<file path="src/rtl/flopr_pkg.sv">
`default_nettype none
// ============================================================================
// Module      : flopr_pkg
// Description : Shared defaults and parameter legality helper for the
//               flopr pipeline register and its single-stage building block.
// Revision    : 1.0 - initial release
// ============================================================================
package flopr_pkg;

    localparam int FLOPR_DEFAULT_WIDTH  = 8;
    localparam int FLOPR_DEFAULT_STAGES = 1;

    // True when the requested geometry describes a real register chain.
    function automatic bit flopr_params_legal(input int width, input int stages);
        return (width >= 1) && (stages >= 1);
    endfunction

endpackage
`default_nettype wire

</file>
<file path="src/rtl/flopr_stage.sv">
`default_nettype none
// ============================================================================
// Module      : flopr_stage
// Description : One WIDTH-bit register with asynchronous active-high reset.
//               Loads RESET_VALUE on reset, otherwise captures i_d on every
//               rising clk edge.
// Ports       : clk     - rising-edge clock
//               reset   - asynchronous reset, active-high
//               i_d     - data to capture
//               o_q     - registered data
// Revision    : 1.0 - initial release
// ============================================================================
module flopr_stage
    import flopr_pkg::*;
#(
    parameter int               WIDTH       = FLOPR_DEFAULT_WIDTH,
    parameter logic [WIDTH-1:0] RESET_VALUE = '0
) (
    input  logic             clk,
    input  logic             reset,
    input  logic [WIDTH-1:0] i_d,
    output logic [WIDTH-1:0] o_q
);

    logic [WIDTH-1:0] r_q;

    // Reset is tested first, so an edge that arrives while reset is still
    // high never captures data.
    always_ff @(posedge clk or posedge reset) begin
        if (reset) begin
            r_q <= RESET_VALUE;
        end else begin
            r_q <= i_d;
        end
    end

    assign o_q = r_q;

endmodule
`default_nettype wire

</file>
<file path="src/rtl/flopr.sv">
`default_nettype none
// ============================================================================
// Module      : flopr
// Description : Parameterised pipeline register. A chain of STAGES
//               flopr_stage registers carries a flat packed bundle from d to
//               q; q is d delayed by STAGES rising clk edges. Reset
//               asynchronously forces every stage to RESET_VALUE.
// Ports       : clk     - rising-edge clock
//               reset   - asynchronous reset, active-high
//               d       - WIDTH-bit data in
//               q       - WIDTH-bit data out (last stage)
// Revision    : 1.0 - initial release
// ============================================================================
module flopr
    import flopr_pkg::*;
#(
    parameter int               WIDTH       = FLOPR_DEFAULT_WIDTH,
    parameter int               STAGES      = FLOPR_DEFAULT_STAGES,
    parameter logic [WIDTH-1:0] RESET_VALUE = '0
) (
    input  logic             clk,
    input  logic             reset,
    input  logic [WIDTH-1:0] d,
    output logic [WIDTH-1:0] q
);

    if (!flopr_params_legal(WIDTH, STAGES)) begin : g_param_check
        $error("flopr: WIDTH (%0d) and STAGES (%0d) must both be >= 1", WIDTH, STAGES);
    end

    // w_chain[k] is the input of stage k; w_chain[STAGES] is the output.
    logic [WIDTH-1:0] w_chain [0:STAGES];

    assign w_chain[0] = d;

    for (genvar gi = 0; gi < STAGES; gi++) begin : g_stage
        flopr_stage #(
            .WIDTH       (WIDTH),
            .RESET_VALUE (RESET_VALUE)
        ) u_stage (
            .clk   (clk),
            .reset (reset),
            .i_d   (w_chain[gi]),
            .o_q   (w_chain[gi+1])
        );
    end

    assign q = w_chain[STAGES];

endmodule
`default_nettype wire

</file>
<file path="config.mk">
export PLATFORM = sky130hd
export DESIGN_NAME = flopr
export DESIGN_NICKNAME = d
export VERILOG_FILES = /design/src/rtl/flopr_pkg.sv /design/src/rtl/flopr_stage.sv /design/src/rtl/flopr.sv
export SDC_FILE = /design/constraint.sdc
export NUM_CORES = 1
export LEC_CHECK = 0
export CAP_MARGIN = 20
export CORE_AREA = 2 2 39 41
export DETAILED_ROUTE_END_ITERATION = 7
export DIE_AREA = 0 0 41 43
export GPL_TIMING_DRIVEN = 0
export PLACE_DENSITY_LB_ADDON = 0.15
export SLEW_MARGIN = 20
export SYNTH_ARGS = -nofsm -noshare
export SYNTH_HDL_FRONTEND = slang
export SYNTH_SLANG_ARGS = --single-unit
</file>
<file path="constraint.sdc">
create_clock -name clk -period 0.8 [get_ports clk]
set_input_delay 0.12 -clock clk [delete_from_list [all_inputs] [get_ports clk]]
set_output_delay 0.12 -clock clk [all_outputs]
set_load 0.01 [all_outputs]
</file>
* Word level (Yosys, flattened, before mapping)
Index checks and enable logic that the tools add are counted.
** Word-level totals
- Logic and storage cells :: 1
- Register bits :: 8
- Output and inout port bits :: 8
- Bits in latches :: 0
- Input bits :: 10
- Memories kept :: 0
- Bits in read-only memories :: 0
- Bits in writable memories :: 0
** Cells by class
- Add/sub/neg operators :: 0
- $mul :: 0
- Shift-type cells :: 0
- Magnitude comparators :: 0
- Muxes and demuxes :: 0
- Equal/unequal tests :: 0
- Reductions and logical operators :: 0
- Div/mod/pow operators :: 0
- Bitwise operators :: 0

* Depth between registers and ports, before layout
Gate-level depths: netlist of the first run.
- Depth in word-level cells :: 0
- Depth in mapped cells :: 1
- Mapped depth without buffers :: 1

* Least setup slack after synthesis of the first run
No wires, ideal clock.
- Path type :: register to output
- Start point :: reg g_stage[0].u_stage.r_q[0]
- End point :: out q[0]
- Arrival time :: 0.376 ns
- Path slack :: 0.304 ns
- Data required time :: 0.680 ns
- Cell stages (with the launch flop) :: 1
- Buffers on the path :: 0
- Cell sequence :: dfrtp_1
** RTL lines
- start: declaration :: line flopr_stage.sv:25 : logic [WIDTH-1:0] r_q;
- start signal: assignment :: line flopr_stage.sv:33 : r_q <= i_d;
- end: declaration :: line flopr.sv:24 : output logic [WIDTH-1:0] q
No word-level cell between the ends.

* Worst setup path after layout of the first run
- Start point :: reg g_stage[0].u_stage.r_q[7]
- End point :: out q[7]
No word-level cell between the ends.

==> results of run 1 <==
-- per-layer routing --
layer	vias up	global-route usage [%]	share of wire, %
met5	-	0	0
met4	0	12.0	4.2
met3	2	2.09	8.6
met2	9	10.9	60
met1	70	7.28	27
li1	66	-	-
-- cell usage in the layout (no fill, tap or decap) --
cell type / Yosys / routed
clkdlybuf4s50_1: 0 / 9
dfrtp_1: 8 / 8
buf_2: 0 / 5
clkbuf_4: 0 / 3
buf_6: 0 / 3
inv_1: 1 / 1
-- synth_stat cells --
cell type  count
inv_1          1
dfrtp_1        8
-- per-stage QoR --
step / std cells / area (um2) / hold slack, ns / utilization (%)
final: 45 / 395 / 0.122 / 28.6
after global routing: 45 / 395 / 0.166 / 28.6
after CTS: 45 / 377 / 0.130 / 27.2
after detailed placement: 42 / 394 / 0.402 / 28.5
after global placement: 42 / 394 / 0.383 / 28.5
after floorplan: 9 / 204 / -0.0643 / -
-- logic make-up after synthesis --
| family | count (synthesis) | synth area share (%) |
|---|---|---|
| flops | 8 | 98.2 |
| buf+inv | 1 | 1.84 |
-- layout make-up --
type	count	area, um2
fill	149	988
sequential	8	200
timing repair buffer	17	149
clock buffer	3	22.5
tap	16	20.0
inverter	1	3.75
-- what timing repair did --
item                                    in CTS  in global routing
endpoints found under the setup margin       8                  8
buffers inserted                             0                  0
hold buffers                                 0                  0
cloned                                       0                  0
gates resized for setup                     32                  3
-- power groups by stage --
| stage | sequential [uW] | combinational (uW) | clock (uW) |
|---|---|---|---|
| floorplan | 449 | 6.31 | 0 |
| global placement | 437 | 104 | 0 |
| detailed placement | 438 | 106 | 0 |
| CTS | 429 | 85.8 | 320 |
| global route | 433 | 101 | 334 |
| finish | 431 | 92.0 | 297 |
-- worst paths after layout --
path                                                        to                                 from  slack (ns)  cells past startpoint
max in group asynchronous  g_stage[0].u_stage.o_q[6]$_DFF_PP0_                                reset        0.45                      2
hold / removal             g_stage[0].u_stage.o_q[5]$_DFF_PP0_                                reset        0.12                      2
setup / recovery                                          q[7]  g_stage[0].u_stage.o_q[7]$_DFF_PP0_       -0.05                      1
min in group clk           g_stage[0].u_stage.o_q[2]$_DFF_PP0_                                 d[2]        0.31                      1
==> flow_summary.toml, run 1 <==
[synth]
synth_area_leader_cell = "dfrtp_1"
synthCells = 9
synth.area.top_cells = "dfrtp_1, inv_1"
ys_warn_count = 0
yosysUniqueCellTypes = 2
syn-num-nets = 19
yosysSeqAreaShare_pct = 98.2
syn_area_um2 = 204
synth_seq_cells = 8
synth_top_area_share_pct = 98.2
syn_area_per_cell_um2 = 22.7

[timing]
max_freq_mhz = 1170
worst_slack_ns = -0.0530
setup_viol = 8
finalMaxSlewViolations = 0
worst_slew_pin_slew_ns = 0.304
hold_viol = 0
setup_tns_ns = -0.390
rsz0062_at_grt = "true"
finalCriticalPeriod_ns = 0.853
fin_crit_sh_pct = 107
slew_headroom_pct = 79.7

[die]
die_h_um = 43
ioPinCount = 18
dieWidth_um = 41
coreArea_mm2 = 0.00138
rows = 14
die-area_mm2 = 0.00176
initial_core_util_pct = 14.7

[critical_path]
crit_chain = "buf_6"
path_delay_family = "flip-flops"
cp_num_buf_inv = 1
cp-start-kind = "register"
slowest_stage = "dfrtp_1"
worstPathRequired_ns = 0.68
critical_path_class = "reg -> out"
critPathMaxStageDelay_ns = 0.37
critPathArrivalTime_ns = 0.73
crit_fanout = 1
worstSetupEndpointType = "output port"

[global_routing]
track_usage_pct = 8.00
grt_max_degree = 9
grt_pass1_wl_um = 828
grt_antenna_before_repair = 0
grt_remaining_overflow = 0
grt_pass1_vias = 196

[placed_design]
dp_hpwl_um = 364
routabilityCongestion = 0.535
dpl_worst_slack_ns = -0.167
port_buffers = 17

[cells_and_area]
area.growth.synth_to_final_pct = 93.9
insertedDiodeCount = 0
multi_input_gates = 0
layout.nets = 41
largest_reg_flops = 8
multi_input_area_um2 = 0
layout-drive-gt1-share_pct = 37.9

[drt]
drt_wl_total_um = 453
route.detailed.drc = 0
wl_per_cell_um = 10.1
drtIter0Drc = 0
route.antenna.remaining_nets = 0
firstDrtPassIters = 1
viasPerCell = 3.27
vias = 147

[clock_tree]
clock-sinks = 8
cts_tree = "done"
htreeDepth = 1
cts-root-buf = "clkbuf_4"
cts_buffer_depth = 2
path_clk_slew_ns = 0.05
cts_buffers = 3

[run_status]
violations = "setup timing"
outcome = "finished with violations"

[power]
p_seq_share_pct = 52.6
power_frac_comb_pct = 11.2
clkPwrFrac_pct = 36.2
p_sw_share_pct = 19.8
p_switching_uw = 163
power_uw = 820
p_int_uw = 657
powerDensity_mw_per_mm2 = 2070
worst_ir_drop_vdd_uv = 438
leakage_uw = 0.000185

[hold_path]
hold_path.class = "in -> async"

[job]
drv_cap = 0
Power figures use the tool's default switching activity.
==> run 2: changes to the inputs <==
- TNS_END_PERCENT: not set -> 1
==> results of run 2 <==
Final layout, timing and power as in run 1 (identical DEF).
